## src/rtl/t07_wb_arbiter_if.sv

```systemverilog
`default_nettype none
// ============================================================================
// Module   : t07_wb_arbiter_if
// Brief    : CPU fetch/data request ports and Wishbone-manager command port.
// Revision : 1.0 - initial release
// ============================================================================
interface t07_wb_arbiter_if;
  logic        f_req_i;
  logic [31:0] f_addr_i;
  logic        f_ack_o;
  logic [31:0] f_rdata_o;

  logic        d_req_i;
  logic        d_we_i;
  logic [31:0] d_addr_i;
  logic [31:0] d_wdata_i;
  logic        d_ack_o;
  logic [31:0] d_rdata_o;

  logic        wb_read_o;
  logic        wb_write_o;
  logic [31:0] wb_addr_o;
  logic [31:0] wb_wdata_o;
  logic [31:0] wb_rdata_i;
  logic        wb_busy_i;

  logic        stall_o;
  logic        err_o;

  // Arbiter side
  modport slave (
    input  f_req_i, f_addr_i,
    input  d_req_i, d_we_i, d_addr_i, d_wdata_i,
    input  wb_rdata_i, wb_busy_i,
    output f_ack_o, f_rdata_o, d_ack_o, d_rdata_o,
    output wb_read_o, wb_write_o, wb_addr_o, wb_wdata_o,
    output stall_o, err_o
  );

  // CPU / manager side
  modport master (
    output f_req_i, f_addr_i,
    output d_req_i, d_we_i, d_addr_i, d_wdata_i,
    output wb_rdata_i, wb_busy_i,
    input  f_ack_o, f_rdata_o, d_ack_o, d_rdata_o,
    input  wb_read_o, wb_write_o, wb_addr_o, wb_wdata_o,
    input  stall_o, err_o
  );
endinterface
`default_nettype wire

```

## src/rtl/t07_wb_arbiter.sv

```systemverilog
`default_nettype none
// ============================================================================
// Module   : t07_wb_arbiter
// Brief    : Round-robin fetch/data arbiter driving a single-command Wishbone
//            manager, with per-wait-state timeout and error read word.
// Revision : 1.0 - initial release
// ============================================================================
module t07_wb_arbiter #(
  parameter int unsigned TIMEOUT  = 200,
  parameter logic [31:0] ERR_WORD = 32'hDEADBEEF
) (
  input  logic            clk,
  input  logic            nrst,
  t07_wb_arbiter_if.slave bus
);

  typedef enum logic [2:0] {
    ST_IDLE      = 3'd0,
    ST_ISSUE     = 3'd1,
    ST_WAIT_BUSY = 3'd2,
    ST_WAIT_DONE = 3'd3,
    ST_RESP      = 3'd4
  } state_t;

  localparam logic [7:0] c_timeout   = 8'(TIMEOUT);
  localparam logic       c_gnt_fetch = 1'b0;
  localparam logic       c_gnt_data  = 1'b1;

  state_t      state_q, state_d;
  logic        gnt_q, gnt_d;
  logic        last_gnt_q, last_gnt_d;
  logic        we_q, we_d;
  logic        err_q, err_d;
  logic [7:0]  cnt_q, cnt_d;
  logic [31:0] addr_q, addr_d;
  logic [31:0] wdata_q, wdata_d;
  logic [31:0] f_rdata_q, f_rdata_d;
  logic [31:0] d_rdata_q, d_rdata_d;

  logic        any_req;
  logic        gnt_pick;
  logic [7:0]  cnt_inc;
  logic        timeout_hit;
  logic        rdata_load;
  logic [31:0] rdata_fill;
  logic        f_ack;
  logic        d_ack;

  assign any_req     = bus.f_req_i | bus.d_req_i;
  // Data wins when alone, or on a tie when fetch was served last.
  assign gnt_pick    = bus.d_req_i & (~bus.f_req_i | (last_gnt_q == c_gnt_fetch));
  assign cnt_inc     = cnt_q + 8'd1;
  assign timeout_hit = (cnt_inc == c_timeout);

  always_comb begin
    state_d    = state_q;
    gnt_d      = gnt_q;
    last_gnt_d = last_gnt_q;
    we_d       = we_q;
    err_d      = err_q;
    cnt_d      = 8'd0;
    addr_d     = addr_q;
    wdata_d    = wdata_q;
    f_rdata_d  = f_rdata_q;
    d_rdata_d  = d_rdata_q;
    rdata_load = 1'b0;
    rdata_fill = bus.wb_rdata_i;

    unique case (state_q)
      ST_IDLE: begin
        if (any_req) begin
          gnt_d   = gnt_pick;
          we_d    = gnt_pick & bus.d_we_i;
          addr_d  = gnt_pick ? bus.d_addr_i : bus.f_addr_i;
          wdata_d = gnt_pick ? bus.d_wdata_i : 32'd0;
          err_d   = 1'b0;
          state_d = ST_ISSUE;
        end
      end

      ST_ISSUE: begin
        state_d = ST_WAIT_BUSY;
      end

      ST_WAIT_BUSY: begin
        if (bus.wb_busy_i) begin
          state_d = ST_WAIT_DONE;
        end else if (timeout_hit) begin
          state_d    = ST_RESP;
          err_d      = 1'b1;
          rdata_load = ~we_q;
          rdata_fill = ERR_WORD;
        end else begin
          cnt_d = cnt_inc;
        end
      end

      ST_WAIT_DONE: begin
        // Completion takes priority over a timeout landing on the same cycle.
        if (!bus.wb_busy_i) begin
          state_d    = ST_RESP;
          rdata_load = ~we_q;
        end else if (timeout_hit) begin
          state_d    = ST_RESP;
          err_d      = 1'b1;
          rdata_load = ~we_q;
          rdata_fill = ERR_WORD;
        end else begin
          cnt_d = cnt_inc;
        end
      end

      ST_RESP: begin
        last_gnt_d = gnt_q;
        state_d    = ST_IDLE;
      end

      default: begin
        state_d = ST_IDLE;
      end
    endcase

    if (rdata_load) begin
      if (gnt_q == c_gnt_data) begin
        d_rdata_d = rdata_fill;
      end else begin
        f_rdata_d = rdata_fill;
      end
    end
  end

  always_ff @(posedge clk or negedge nrst) begin
    if (!nrst) begin
      state_q    <= ST_IDLE;
      gnt_q      <= c_gnt_fetch;
      last_gnt_q <= c_gnt_fetch;
      we_q       <= 1'b0;
      err_q      <= 1'b0;
      cnt_q      <= 8'd0;
      addr_q     <= 32'd0;
      wdata_q    <= 32'd0;
      f_rdata_q  <= 32'd0;
      d_rdata_q  <= 32'd0;
    end else begin
      state_q    <= state_d;
      gnt_q      <= gnt_d;
      last_gnt_q <= last_gnt_d;
      we_q       <= we_d;
      err_q      <= err_d;
      cnt_q      <= cnt_d;
      addr_q     <= addr_d;
      wdata_q    <= wdata_d;
      f_rdata_q  <= f_rdata_d;
      d_rdata_q  <= d_rdata_d;
    end
  end

  assign f_ack = (state_q == ST_RESP) & (gnt_q == c_gnt_fetch);
  assign d_ack = (state_q == ST_RESP) & (gnt_q == c_gnt_data);

  assign bus.wb_read_o  = (state_q == ST_ISSUE) & ~we_q;
  assign bus.wb_write_o = (state_q == ST_ISSUE) & we_q;
  assign bus.wb_addr_o  = addr_q;
  assign bus.wb_wdata_o = wdata_q;
  assign bus.f_ack_o    = f_ack;
  assign bus.d_ack_o    = d_ack;
  assign bus.f_rdata_o  = f_rdata_q;
  assign bus.d_rdata_o  = d_rdata_q;
  assign bus.err_o      = (state_q == ST_RESP) & err_q;
  assign bus.stall_o    = (bus.f_req_i & ~f_ack) | (bus.d_req_i & ~d_ack);

endmodule
`default_nettype wire

```

## src/flat_wrapper.sv

```systemverilog
// flat-port wrapper written by rule: the top's interface ports become plain ports
module t07_wb_arbiter_flat 
#(
  parameter int unsigned TIMEOUT  = 200,
  parameter logic [31:0] ERR_WORD = 32'hDEADBEEF
)
  (clk, nrst, bus_f_req_i, bus_f_addr_i, bus_d_req_i, bus_d_we_i, bus_d_addr_i, bus_d_wdata_i, bus_wb_rdata_i, bus_wb_busy_i, bus_f_ack_o, bus_f_rdata_o, bus_d_ack_o, bus_d_rdata_o, bus_wb_read_o, bus_wb_write_o, bus_wb_addr_o, bus_wb_wdata_o, bus_stall_o, bus_err_o);
  t07_wb_arbiter_if bus_i ();
  input  logic clk;
  input  logic nrst;
  input wire logic [$bits(bus_i.f_req_i)-1:0] bus_f_req_i;
  input wire logic [$bits(bus_i.f_addr_i)-1:0] bus_f_addr_i;
  input wire logic [$bits(bus_i.d_req_i)-1:0] bus_d_req_i;
  input wire logic [$bits(bus_i.d_we_i)-1:0] bus_d_we_i;
  input wire logic [$bits(bus_i.d_addr_i)-1:0] bus_d_addr_i;
  input wire logic [$bits(bus_i.d_wdata_i)-1:0] bus_d_wdata_i;
  input wire logic [$bits(bus_i.wb_rdata_i)-1:0] bus_wb_rdata_i;
  input wire logic [$bits(bus_i.wb_busy_i)-1:0] bus_wb_busy_i;
  output wire logic [$bits(bus_i.f_ack_o)-1:0] bus_f_ack_o;
  output wire logic [$bits(bus_i.f_rdata_o)-1:0] bus_f_rdata_o;
  output wire logic [$bits(bus_i.d_ack_o)-1:0] bus_d_ack_o;
  output wire logic [$bits(bus_i.d_rdata_o)-1:0] bus_d_rdata_o;
  output wire logic [$bits(bus_i.wb_read_o)-1:0] bus_wb_read_o;
  output wire logic [$bits(bus_i.wb_write_o)-1:0] bus_wb_write_o;
  output wire logic [$bits(bus_i.wb_addr_o)-1:0] bus_wb_addr_o;
  output wire logic [$bits(bus_i.wb_wdata_o)-1:0] bus_wb_wdata_o;
  output wire logic [$bits(bus_i.stall_o)-1:0] bus_stall_o;
  output wire logic [$bits(bus_i.err_o)-1:0] bus_err_o;
  assign bus_i.f_req_i = bus_f_req_i;
  assign bus_i.f_addr_i = bus_f_addr_i;
  assign bus_i.d_req_i = bus_d_req_i;
  assign bus_i.d_we_i = bus_d_we_i;
  assign bus_i.d_addr_i = bus_d_addr_i;
  assign bus_i.d_wdata_i = bus_d_wdata_i;
  assign bus_i.wb_rdata_i = bus_wb_rdata_i;
  assign bus_i.wb_busy_i = bus_wb_busy_i;
  assign bus_f_ack_o = bus_i.f_ack_o;
  assign bus_f_rdata_o = bus_i.f_rdata_o;
  assign bus_d_ack_o = bus_i.d_ack_o;
  assign bus_d_rdata_o = bus_i.d_rdata_o;
  assign bus_wb_read_o = bus_i.wb_read_o;
  assign bus_wb_write_o = bus_i.wb_write_o;
  assign bus_wb_addr_o = bus_i.wb_addr_o;
  assign bus_wb_wdata_o = bus_i.wb_wdata_o;
  assign bus_stall_o = bus_i.stall_o;
  assign bus_err_o = bus_i.err_o;
  t07_wb_arbiter #(.TIMEOUT(TIMEOUT), .ERR_WORD(ERR_WORD)) u_core (.clk(clk), .nrst(nrst), .bus(bus_i));
endmodule
```

## config.mk

```make
export PLATFORM = sky130hd
export DESIGN_NAME = t07_wb_arbiter_flat
export DESIGN_NICKNAME = d
export VERILOG_FILES = /design/src/rtl/t07_wb_arbiter_if.sv /design/src/rtl/t07_wb_arbiter.sv /design/src/flat_wrapper.sv
export SDC_FILE = /design/constraint.sdc
export NUM_CORES = 1
export LEC_CHECK = 0
export BUFFER_PORTS_ARGS = -buffer_cell sky130_fd_sc_hd__buf_2
export CAP_MARGIN = 40
export CORE_AREA = 2 2 128 130
export CTS_BUF_LIST = sky130_fd_sc_hd__clkbuf_4 sky130_fd_sc_hd__clkbuf_8
export DETAILED_ROUTE_END_ITERATION = 12
export DIE_AREA = 0 0 130 132
export PLACE_DENSITY = 0.67
export SYNTH_ARGS = -nofsm -noshare
export SYNTH_HDL_FRONTEND = slang
export SYNTH_SLANG_ARGS = --single-unit
export TNS_END_PERCENT = 10
```

## constraint.sdc

```tcl
create_clock -name clk -period 3 [get_ports clk]
set_clock_uncertainty 0.05 [all_clocks]
set_input_delay 0.6 -clock clk [delete_from_list [all_inputs] [get_ports clk]]
set_output_delay 0.6 -clock clk [all_outputs]
set_load 0.01 [all_outputs]
```

==> results of run 1 <==
==> cell usage after synthesis (2+ instances only) <==
| cell | n |
|---|---|
| xnor2_1 | 4 |
| nand2_1 | 60 |
| xor2_1 | 3 |
| nand3_1 | 5 |
| nor2b_1 | 8 |
| or3_1 | 2 |
| clkbuf_1 | 16 |
| ha_1 | 2 |
| nor2_1 | 112 |
| inv_1 | 3 |
| buf_2 | 20 |
| nor3_1 | 3 |
| nand2b_1 | 3 |
| nor3_2 | 2 |
| and3_1 | 3 |
| buf_4 | 4 |
| a21oi_1 | 51 |
| a22o_1 | 41 |
| mux2i_1 | 32 |
| o21ai_0 | 40 |
| dfrtp_1 | 143 |
| and3b_1 | 2 |
==> registers in the layout, indices dropped and copies added (netlist names) <==
register	count
u_core.bus.d_rdata_o	32
u_core.bus.f_rdata_o	32
u_core.bus.wb_addr_o	32
u_core.bus.wb_wdata_o	32
u_core.cnt_q	8
u_core.err_q	1
u_core.gnt_q	1
u_core.last_gnt_q	1
u_core.state_q	3
u_core.we_q	1
==> cells in the final DEF, fill, tap and decap left out, types with 9 or more instances in the layout <==
cell,instances
a21oi_1,51
a22o_1,41
buf_2,266
buf_4,9
clkbuf_8,18
dfrtp_1,143
mux2i_1,32
nand2_1,60
nor2_1,112
o21ai_0,40
==> final cells by class <==
| class | instances | share of cell area |
|---|---|---|
| Timing Repair Buffer | 277 | 0.180 |
| Antenna cell | 1 | 0.000315 |
| Inverter | 3 | 0.00142 |
| Sequential cell | 143 | 0.451 |
| Tap cell | 216 | 0.0340 |
| Clock buffer | 19 | 0.0321 |
| Clock inverter | 11 | 0.0180 |
| Multi-Input combinational cell | 393 | 0.284 |
==> metal layers <==
layer  part of all wire  vias up  routed length, um
met5                  0        -                  0
met4              0.013        0                201
met3              0.068       17               1070
met2               0.48      201               7480
met1               0.44     2326               6950
li1                   -     2488                  -
==> stage by stage <==
stage | cell area, um^2 | hold WS, ns | utilization
after global placement | 7540 | 0.408 | 0.480
after floorplan | 6030 | 0.254 | -
final | 7940 | 0.0986 | 0.505
after CTS | 7940 | 0.0975 | 0.505
after detailed placement | 7540 | 0.415 | 0.480
after global routing | 7940 | 0.120 | 0.505
==> cell families after synthesis <==
group	after synthesis	share of synthesized area
DFF	143	0.593
AOI/OAI and AO/OA	142	0.149
buffers and inverters	45	0.0359
and+or+nand+nor	209	0.153
muxes	33	0.0549
adders and majority gates	2	0.00415
xor gates and xnor gates	7	0.0102
==> path summary, 6_finish.rpt <==
| kind | cells after the start | to | from |
|---|---|---|---|
| max | 5 | bus_stall_o | u_core.state_q[0] |
| min | 1 | u_core.bus.d_rdata_o[0] | nrst |
| max reg2reg | 6 | u_core.bus.f_rdata_o[4] | u_core.cnt_q[0] |
| min reg2reg | 2 | u_core.bus.wb_addr_o[25] | u_core.bus.wb_addr_o[25] |
| max in group asynchronous | 2 | u_core.bus.wb_wdata_o[11] | nrst |
| min in group clk | 2 | u_core.bus.wb_wdata_o[27] | bus_d_wdata_i[27] |
==> worst reg2reg max path: cells and delay by family (launching register included) <==
kind | cells | cell delay, ns
DFF | 1 | 0.42
AOI/OAI and AO/OA | 2 | 0.51
and+or+nand+nor | 3 | 0.99
adders and majority gates | 1 | 0.28
==> power by group <==
group | leakage [nW] | internal, mW | switching (mW)
Sequential | 1.75 | 2.83 | 0.530
Combinational | 2.16 | 1.41 | 1.72
Clock | 0.201 | 0.840 | 0.718
==> reports/results.tsv, run 1 <==
stage	metric	value	unit
synth	Netlist cell types	44	
drt	wire per inst	14.8	um
clock_network	CTS root buf	clkbuf_8	
synth	Yosys top cell by area	dfrtp_1	
floorplanning	Die Span X	130	um
synth	top cell type's share of synthesized area	0.593	
grt	number of global-route vias before repair	4997	
drt	DRT Wirelength	15700	um
drt	via count	5032	
grt	global route overflow	0	
timing	final setup TNS	0	ns
setup_path	CP Capture Type	output pin	
setup_path	Worst Path Required	2.35	ns
timing	final hold viol count	0	
grt	global route hottest layer	met2	
min_path	Hold Path Class	input pin to asynchronous set/reset pin	
setup_path	Largest delay share family, worst path	flip-flops	
setup_path	reg2reg setup slack	0.65	ns
layout	Layout area overhead	31.6	%
setup_path	WP data arrival	1.73	ns
timing	fin. max-slew vios	0	
floorplanning	num ports	268	
drt	first drt pass iteration count	4	
grt	first-pass GRT wire length	25000	um
place	port buffer count	267	
setup_path	Crit Path Max Fanout	11	
synth	Gate Count Post-Synth	581	
setup_path	CP Class	register to output pin	
pwr	P_leak	4.12	nW
synth	post-synthesis sequential area ratio	0.593	
synth	Synth area leaders	dfrtp_1 (59%), nor2_1 (7.0%), a22o_1 (6.0%), mux2i_1 (5.3%), a21oi_1 (4.2%)	
setup_path	Crit path top cell by count	nor2_1	
synth	register bit total from synthesis	143	
drt	Post-DRT Antenna Nets	0	
grt	initial antenna violation count	1	
grt	total track usage	0.184	
synth	asr flop ratio synth	1.00	
floorplanning	DIE HEIGHT	132	um
setup_path	critical-path cell list	nor2_1 > nand3_1 > a21oi_1 > nor2_1 > buf_2	
layout	final non-filler cell total	1063	
setup_path	Worst Path Buf+Inv	1	
timing	top achievable clock speed	420	MHz
timing	crit share post-route	0.793	
place	Cells after DPL	1032	
setup_path	CP Launch Type	register	
grt	met1 Usage GRT	0.235	
floorplanning	# rows	46	
clock_network	CTS tree	yes	
synth	number of synthesized flops with an enable pin	0	
clock_network	post-cts resize count	0	
layout	layout cells sized above 1	0.375	
timing	final setup violation count	0	
clock_network	CTS Buf Count	17	
pwr	total power	8.05	mW
clock_network	clk sinks	143	
synth	synthesized area	0.00603	mm^2
synth	Synth Warn #	0	
layout	Multi-input gate area	0.00225	mm^2
place	Setup WS pre-CTS	0.661	ns
clock_network	Post-CTS Setup Repair Bufs	0	
timing	RSZ-0062 raised after global routing	no	
layout	nets@finish	971	
layout	Fill cells	1505	
place	Placer Congestion	0.792	
pwr	power density over cell area	1010	mW/mm^2
clock_network	CTS H-Tree Depth	4	
drt	DRC errors left	0	
clock_network	clk slew on worst S/H paths	0.08	ns
grt	met2 GRT Util	0.297	
floorplanning	core area	0.0157	mm^2
clock_network	worst skew pair latency	0.44	ns
synth	mean post-synth cell area	10.4	um^2
layout	Sequential cell area	0.00358	mm^2
grt	met3 usage	0.0556	
timing	worst setup margin	0.620	ns
outcome	status	finished clean	
drt	DRT iter0 DRCs	281	
clock_network	CTS Hold Bufs	0	
place	DPL Wire Length	11100	um
synth	main flop type after synthesis	dfrtp_1	
setup_path	peak per-stage delay on the critical path	0.49	ns
timing	worst-margin pin slew	0.614	ns
flow_run	total of max-cap violations	0	
floorplanning	initial core utilization	0.384	
pwr	Peak VDD IR	0.000514	V
timing	fin crit period	2.38	ns
clock_network	Bufs on Longest Clock Path	2	
grt	largest net degree at the start of global routing	66	
floorplanning	area of the die	0.0172	mm^2
setup_path	Slowest-stage cell, CP	dfrtp_1	
timing	worst rel slew slack	0.591	
synth	Net Count, Synth	717	
drt	Via-to-Cell Ratio	4.73	
Power figures use the tool's default switching activity.
==> run 2: changes to the inputs <==
--- a/config.mk
+++ b/config.mk
@@ -5,13 +5,14 @@
 export SDC_FILE = /design/constraint.sdc
 export NUM_CORES = 1
 export LEC_CHECK = 0
+export ABC_AREA = 1
 export BUFFER_PORTS_ARGS = -buffer_cell sky130_fd_sc_hd__buf_2
 export CAP_MARGIN = 40
-export CORE_AREA = 2 2 128 130
+export CORE_AREA = 2 2 131 133
 export CTS_BUF_LIST = sky130_fd_sc_hd__clkbuf_4 sky130_fd_sc_hd__clkbuf_8
 export DETAILED_ROUTE_END_ITERATION = 12
-export DIE_AREA = 0 0 130 132
-export PLACE_DENSITY = 0.67
+export DIE_AREA = 0 0 133 135
+export PLACE_DENSITY = 0.69
 export SYNTH_ARGS = -nofsm -noshare
 export SYNTH_HDL_FRONTEND = slang
 export SYNTH_SLANG_ARGS = --single-unit
==> constraint.sdc (replaced) <==
create_clock -name clk -period 1.91 [get_ports clk]
set_clock_uncertainty 0.05 [all_clocks]
set_input_delay 0.382 -clock clk [delete_from_list [all_inputs] [get_ports clk]]
set_output_delay 0.382 -clock clk [all_outputs]
set_load 0.01 [all_outputs]
==> run 2 against run 1 <==
Against the previous run:
- the run now ends with negative setup slack left
- utilization is 3.7 points higher
- non-clock buffer count is 28 higher
- flip-flop and latch count stayed put
- die area is 4.6% higher
- hold slack better by 0.0026 ns
- via count is 23% higher
- global-route usage is 2.7 points higher
- wire length is 21% higher
- largest cell class unchanged
- largest power group is now combinational logic
==> reports/results.tsv, run 2 <==
stage	metric	value	unit	change
drt	wire per inst	14.7	um	was 14.8 um
layout	layout cells sized above 1	0.361		was 0.375
min_path	Hold Path Class	input pin to register		was input pin to asynchronous set/reset pin
drt	DRT Wirelength	19100	um	was 15700 um
outcome	status	finished with violations		was finished clean
setup_path	WP data arrival	2.23	ns	was 1.73 ns
place	Placed Area	0.00810	mm^2	was 0.00754 mm^2
layout	final core occ	0.542		was 0.505
drt	Post-DRT Antenna Nets	0		unchanged
setup_path	Worst Path Required	2.20	ns	was 2.35 ns
clock_network	clk sinks	143		unchanged
clock_network	clk slew on worst S/H paths	0.09	ns	was 0.08 ns
setup_path	Slowest-stage cell, CP	dfrtp_1		unchanged
place	Cells after DPL	1248		was 1032
flow_run	total of max-cap violations	0		unchanged
place	Placer Congestion	0.832		was 0.792
synth	Yosys top cell by area	dfrtp_1		unchanged
layout	nets@finish	1195		was 971
setup_path	critical-path cell list	ha_4 > buf_6 > nand3_2 > nand2_2 > nand3_2 > nor2_4 > nand3_2 > nand2_2 > nand4_1 > buf_4 > buf_12 > nand2_1 > nand2_1		was nor2_1 > nand3_1 > a21oi_1 > nor2_1 > buf_2
synth	post-synthesis sequential area ratio	0.564		was 0.593
floorplanning	Die Span X	133	um	was 130 um
timing	crit share post-route	1.02		
place	port buffer count	267		unchanged
drt	via count	6207		was 5032
drt	DRC errors left	0		unchanged
layout	commonest cells after routing, fill and taps aside	nand2_1 (267), buf_2 (263), dfrtp_1 (141)		was buf_2 (266), dfrtp_1 (143), nor2_1 (112)
grt	initial antenna violation count	1		unchanged
setup_path	Crit Path Max Fanout	12		was 11
setup_path	Crit path top cell by count	nand3_2		was nor2_1
synth	Netlist cell types	23		was 44
timing	worst rel slew slack	0.613		was 0.591
timing	top achievable clock speed	514	MHz	
layout	final instance area	0.00889	mm^2	was 0.00794 mm^2
grt	number of global-route vias before repair	5918		was 4997
pwr	P_leak	4.94	nW	was 4.12 nW
setup_path	peak per-stage delay on the critical path	0.42	ns	was 0.49 ns
floorplanning	DIE HEIGHT	135	um	was 132 um
grt	global route overflow	0		unchanged
synth	Net Count, Synth	916		was 717
clock_network	CTS H-Tree Depth	4		unchanged
floorplanning	core area	0.0164	mm^2	was 0.0157 mm^2
timing	fin crit period	1.94	ns	
floorplanning	# rows	47		was 46
timing	worst setup margin	-0.0349	ns	was 0.620 ns
pwr	Clk pwr share	0.214		was 0.193
grt	total track usage	0.211		was 0.184
synth	Synth Warn #	0		unchanged
clock_network	CTS tree	yes		unchanged
setup_path	CP Class	register to register		was register to output pin
place	Setup WS pre-CTS	-0.0375	ns	was 0.661 ns
synth	mean post-synth cell area	8.14	um^2	was 10.4 um^2
synth	synthesized area	0.00635	mm^2	was 0.00603 mm^2
synth	top cell type's share of synthesized area	0.564		was 0.593
timing	worst-margin pin slew	0.580	ns	was 0.614 ns
synth	Gate Count Post-Synth	780		was 581
pwr	net switching power	5.12	mW	was 2.97 mW
synth	number of synthesized flops with an enable pin	0		unchanged
setup_path	CP Launch Type	register		unchanged
drt	first drt pass iteration count	7		was 4
synth	most common library cells after synthesis	nand2_1 (282), dfrtp_1 (143), o21ai_0 (134)		was dfrtp_1 (143), nor2_1 (112), nand2_1 (60)
synth	Synth area leaders	dfrtp_1 (56%), nand2_1 (17%), o21ai_0 (11%), nand3_1 (3.5%), inv_1 (3.3%)		was dfrtp_1 (59%), nor2_1 (7.0%), a22o_1 (6.0%), mux2i_1 (5.3%), a21oi_1 (4.2%)
layout	Fill cells	1540		was 1505
pwr	Peak VDD IR	0.000581	V	was 0.000514 V
pwr	combinational share of power	0.394		was 0.389
floorplanning	area of the die	0.0180	mm^2	was 0.0172 mm^2
pwr	power density over cell area	1490	mW/mm^2	was 1010 mW/mm^2
place	DPL Wire Length	13000	um	was 11100 um
floorplanning	num ports	268		unchanged
synth	register bit total from synthesis	143		unchanged
drt	Via-to-Cell Ratio	4.80		was 4.73
clock_network	CTS root buf	clkbuf_8		unchanged
clock_network	CTS Buf Count	17		unchanged
timing	final hold viol count	0		unchanged
pwr	Seq pwr share	0.392		was 0.417
layout	most common cell after layout, fill and taps aside	nand2_1		was buf_2
layout	Layout area overhead	40.1	%	was 31.6%
synth	count leader, synth	nand2_1		was dfrtp_1
synth	asr flop ratio synth	1.00		unchanged
clock_network	worst skew pair latency	0.45	ns	was 0.44 ns
pwr	sw frac	0.386		was 0.369
layout	final non-filler cell total	1293		was 1063
setup_path	CP Capture Type	register		was output pin
floorplanning	initial core utilization	0.387		was 0.384
timing	fin. max-slew vios	0		unchanged
drt	DRT iter0 DRCs	398		was 281
timing	final setup violation count	24		was 0
clock_network	Bufs on Longest Clock Path	2		unchanged
timing	final setup TNS	-0.579	ns	was 0 ns
grt	largest net degree at the start of global routing	66		unchanged
pwr	Int Power	8.15	mW	was 5.08 mW
timing	RSZ-0062 raised after global routing	yes		was no
grt	first-pass GRT wire length	29900	um	was 25000 um
outcome	failing checks	negative setup slack		
synth	main flop type after synthesis	dfrtp_1		unchanged
run 2: cell count changes in the layout (fill, tap and decap cells not counted), sizes merged, moves of 6 or more:
cell   change
nand4      +6
nor2b      -8
inv       +55
a22o      -41
nand3     +40
nor2      -59
mux2i     -32
o21ai     +93
a21oi     -46
nand2    +223
buf       +26
run 2: layout make-up:
class                   instances  area, um^2  share of cell area
clock buffers                  20         256              0.0288
clock inverters                12         206              0.0232
diodes                          1        2.50            0.000281
flip-flops and latches        143        3580               0.403
inverters                      55         209              0.0235
repair buffers                305        1840               0.206
multi-input cells             537        2530               0.284
well taps                     220         275              0.0310
run 2: worst paths after layout:
check,start,end,slack (ns),depth (start not counted)
worst max-delay path,u_core.cnt_q[0],u_core.bus.f_rdata_o[10],-0.03,13
worst min-delay path,bus_d_wdata_i[20],u_core.bus.wb_wdata_o[20],0.10,3
worst max register to register,u_core.cnt_q[0],u_core.bus.f_rdata_o[10],-0.03,13
worst min register to register,u_core.bus.d_rdata_o[12],u_core.bus.d_rdata_o[12],0.43,2
max in group asynchronous,nrst,u_core.bus.wb_addr_o[13],0.85,3
min in group asynchronous,nrst,u_core.bus.d_rdata_o[3],0.39,2
run 2: kinds of logic (layout without fill, tap and decap cells):
family,after synthesis,in the layout,share of synthesized area
AOI/OAI and AO/OA,143,143,0.114
adders and majority gates,2,2,0.00394
buffers and inverters,100,392,0.0676
DFF,143,143,0.564
other,0,1,0
and+or+nand+nor,392,392,0.251
run 2: power by group through the flow:
stage	sequential (mW)	combinational (mW)	clock [mW]
floorplan	5.81	2.00	0
global placement	5.20	4.94	0
detailed placement	5.20	5.05	0
CTS	5.18	5.20	2.90
global route	5.39	5.82	3.03
finish	5.21	5.23	2.84
run 2: through the flow:
stage,hold slack [ns],power [mW]
floorplan,0.0364,7.81
finish,0.101,13.3
detailed placement,0.295,10.2
global route,0.0806,14.2
CTS,0.0772,13.3
global placement,0.295,10.1
run 2: worst max-delay path: cells and delay by family (launching register included):
family | cells | cell delay, ns
flip-flops | 1 | 0.42
adder cells (fa/ha/maj) | 1 | 0.18
buffers and inverters | 3 | 0.41
AND/OR/NAND/NOR | 9 | 0.75
run 2: layer usage:
metal	GRT usage	share of wire	vias to the layer above
met5	0	0	-
met4	0.0866	0.023	0
met3	0.0619	0.083	32
met2	0.331	0.46	282
met1	0.275	0.43	2858
li1	-	-	3035
run 2: repair_timing:
action / 4_1_cts / 5_1_grt
pin swaps: 8 / 14
endpoints found under the hold margin: 40 / 0
cloned: 1 / 1
gates resized for setup: 28 / 35
hold buffers: 1 / 0
setup endpoints to repair: 70 / 69
buffers inserted: 4 / 7
==> run 3: changes to the inputs <==
--- a/config.mk
+++ b/config.mk
@@ -5,14 +5,14 @@
 export SDC_FILE = /design/constraint.sdc
 export NUM_CORES = 1
 export LEC_CHECK = 0
-export ABC_AREA = 1
+export ABC_AREA = 0
 export BUFFER_PORTS_ARGS = -buffer_cell sky130_fd_sc_hd__buf_2
 export CAP_MARGIN = 40
-export CORE_AREA = 2 2 131 133
+export CORE_AREA = 2 2 128 130
 export CTS_BUF_LIST = sky130_fd_sc_hd__clkbuf_4 sky130_fd_sc_hd__clkbuf_8
 export DETAILED_ROUTE_END_ITERATION = 12
-export DIE_AREA = 0 0 133 135
-export PLACE_DENSITY = 0.69
+export DIE_AREA = 0 0 130 132
+export PLACE_DENSITY = 0.7
 export SYNTH_ARGS = -nofsm -noshare
 export SYNTH_HDL_FRONTEND = slang
 export SYNTH_SLANG_ARGS = --single-unit
==> run 3 against run 2 <==
Against the previous run:
- sequential share of layout area grew 2.2 points
- worst setup slack lost 0.075 ns
- critical path depth shrank 7
- hold slack lost 0.0066 ns
- critical endpoint is now bus_stall_o
- flip-flop and latch count is the same
- register-to-register slack lost 0.02 ns
- largest power group unchanged
- combinational power grew 4%
- final area shrank 5.2%
- the flow still finishes with violations (negative setup slack)
==> reports/results.tsv, run 3 (same netlist as run 1, synthesis figures left out) <==
stage	metric	value	unit	change
pwr	power density over cell area	1590	mW/mm^2	was 1490 mW/mm^2
clock_network	worst skew pair latency	0.45	ns	about the same
floorplanning	initial core utilization	0.384		was 0.387
layout	commonest cells after routing, fill and taps aside	buf_2 (264), dfrtp_1 (143), nor2_1 (110)		was nand2_1 (267), buf_2 (263), dfrtp_1 (141)
timing	fin. max-slew vios	0		unchanged
place	port buffer count	267		unchanged
floorplanning	Die Span X	130	um	was 133 um
layout	layout cells sized above 1	0.424		was 0.361
min_path	Hold Crit Start	bus_d_wdata_i[25]		was bus_d_wdata_i[20]
drt	Post-DRT Antenna Nets	0		unchanged
drt	WL met2	7560	um	was 8830 um
flow_run	total of max-cap violations	0		unchanged
floorplanning	DIE HEIGHT	132	um	was 135 um
timing	fin crit period	2.02	ns	was 1.94 ns
grt	global route overflow	0		unchanged
drt	first drt pass iteration count	5		was 7
setup_path	Crit Path Max Fanout	4		was 12
place	Placer Congestion	0.773		was 0.832
grt	first-pass GRT wire length	24800	um	was 29900 um
setup_path	WP data arrival	1.59	ns	was 2.23 ns
floorplanning	area of the die	0.0172	mm^2	was 0.0180 mm^2
drt	Via-to-Cell Ratio	4.84		was 4.80
timing	worst-margin pin slew	0.440	ns	was 0.580 ns
setup_path	crit path from	u_core.state_q[1]		was u_core.cnt_q[0]
floorplanning	core area	0.0157	mm^2	was 0.0164 mm^2
clock_network	clk slew on worst S/H paths	0.08	ns	was 0.09 ns
drt	DRT iter0 DRCs	260		was 398
outcome	failing checks	negative setup slack		unchanged
timing	top achievable clock speed	495	MHz	was 514 MHz
clock_network	clk sinks	143		unchanged
setup_path	reg2reg start	u_core.cnt_q[0]		unchanged
timing	final hold viol count	0		unchanged
layout	Layout area overhead	39.7	%	was 40.1%
clock_network	Bufs on Longest Clock Path	2		unchanged
timing	RSZ-0062 raised after global routing	yes		unchanged
place	Placed Area	0.00775	mm^2	was 0.00810 mm^2
drt	top layer in use	met4		unchanged
drt	DRT Wirelength	16300	um	was 19100 um
drt	DRC errors left	0		unchanged
grt	number of global-route vias before repair	4938		was 5918
drt	via count	5280		was 6207
timing	final setup violation count	14		was 24
timing	crit share post-route	1.06		was 1.02
setup_path	critical-path cell list	buf_6 > nor2_4 > nand3_2 > a21oi_2 > nor2_2 > buf_2		was ha_4 > buf_6 > nand3_2 > nand2_2 > nand3_2 > nor2_4 > nand3_2 > nand2_2 > nand4_1 > buf_4 > buf_12 > nand2_1 > nand2_1
outcome	status	finished with violations		unchanged
grt	largest net degree at the start of global routing	79		was 66
drt	Routed met3 length	1260	um	was 1590 um
layout	most common cell after layout, fill and taps aside	buf_2		was nand2_1
timing	worst setup margin	-0.110	ns	was -0.0349 ns
min_path	Hold Path Class	input pin to register		unchanged
setup_path	CP Class	register to output pin		was register to register
place	DPL Wire Length	11400	um	was 13000 um
setup_path	CP Capture Type	output pin		was register
layout	final instance area	0.00843	mm^2	was 0.00889 mm^2
floorplanning	num ports	268		unchanged
setup_path	peak per-stage delay on the critical path	0.40	ns	was 0.42 ns
setup_path	CP Launch Type	register		unchanged
pwr	P_leak	4.31	nW	was 4.94 nW
clock_network	CTS H-Tree Depth	4		unchanged
clock_network	CTS Buf Count	17		unchanged
drt	wire per inst	15.0	um	was 14.7 um
setup_path	Slowest-stage cell, CP	dfrtp_1		unchanged
drt	Met1 Routed Length	7200	um	was 8200 um
layout	nets@finish	997		was 1195
setup_path	Worst Path Buf+Inv	2		was 3
clock_network	CTS tree	yes		unchanged
grt	initial antenna violation count	0		was 1
setup_path	Worst Path Required	1.48	ns	was 2.20 ns
setup_path	Largest delay share family, worst path	flip-flops		was simple AND/OR/NAND/NOR gates
grt	total track usage	0.183		was 0.211
pwr	Peak VDD IR	0.000801	V	was 0.000581 V
clock_network	CTS root buf	clkbuf_8		unchanged
floorplanning	# rows	46		was 47
timing	worst rel slew slack	0.707		was 0.613
place	Setup WS pre-CTS	-0.0789	ns	was -0.0375 ns
layout	# diodes	0		was 1
[run 3: cell count changes in the layout (fill, tap and decap cells not counted), sizes merged, moves of 4 or more]
cell   previous run  this run
a21oi             5        51
a22o              0        41
inv              58         5
mux2i             0        32
nand2           283        60
nand3            46         8
nand4             7         1
nor2             53       112
nor2b             0         8
o21ai           135        42
xnor2             0         4
[run 3: power by group]
group	internal (mW)	switching, mW
Combinational	2.48	2.94
Clock	1.52	1.19
Sequential	4.45	0.804
Total	8.44	4.94
[run 3: worst paths after layout]
| kind | endpoint | slack (ns) | cells past startpoint |
|---|---|---|---|
| worst max-delay path | bus_stall_o | -0.11 | 6 |
| worst min-delay path | u_core.bus.wb_wdata_o[25] | 0.09 | 2 |
| min in group asynchronous | u_core.bus.f_rdata_o[11] | 0.38 | 2 |
| worst max register to register | u_core.cnt_q[6] | -0.05 | 8 |
| worst min register to register | u_core.bus.wb_addr_o[24] | 0.43 | 2 |
| max in group asynchronous | u_core.bus.wb_wdata_o[30] | 0.86 | 3 |
[run 3: per-stage QoR]
step | power, mW | TNS, ns | hold WS (ns) | utilization | cells
2_1_floorplan | 8.16 | 0 | 0.0364 | - | 581
3_3_place_gp | 10.3 | -0.0823 | 0.286 | 0.493 | 1049
3_5_place_dp | 10.5 | -0.581 | 0.289 | 0.493 | 1049
4_1_cts | 13.3 | -0.331 | 0.0524 | 0.527 | 1084
5_1_grt | 14.3 | -4.03 | 0.0519 | 0.537 | 1090
6_report | 13.4 | -0.394 | 0.0945 | 0.537 | 1090
[run 3: timing repair]
item                                    in CTS  in global routing
hold buffers                                 1                  0
cloned                                       0                  2
setup buffers                                2                  4
resized for setup                           14                 26
endpoints found under the setup margin      31                 70
endpoints found under the hold margin       40                  0
pin swaps                                    6                  6
[run 3: worst reg2reg max path: stages (launching register included)]
cell     delay (ns)
dfrtp_1        0.43
ha_1           0.21
and3b_2        0.23
nand3_1        0.13
o21ai_4        0.12
buf_4          0.15
buf_4          0.15
or2_2          0.32
nor2_1         0.11
[run 3: final cells by class]
| class | instances | area [um^2] |
|---|---|---|
| Multi-Input combinational cell | 395 | 2410 |
| Sequential cell | 143 | 3580 |
| Tap cell | 216 | 270 |
| Fill cell | 1447 | 7280 |
| Inverter | 3 | 11.3 |
| Clock inverter | 12 | 181 |
| Clock buffer | 20 | 269 |
| Timing Repair Buffer | 301 | 1720 |
[run 3: metal layers]
layer / track usage / up-vias
li1: - / 2536
met1: 0.248 / 2465
met2: 0.280 / 255
met3: 0.0528 / 24
met4: 0.0657 / 0
met5: 0 / -
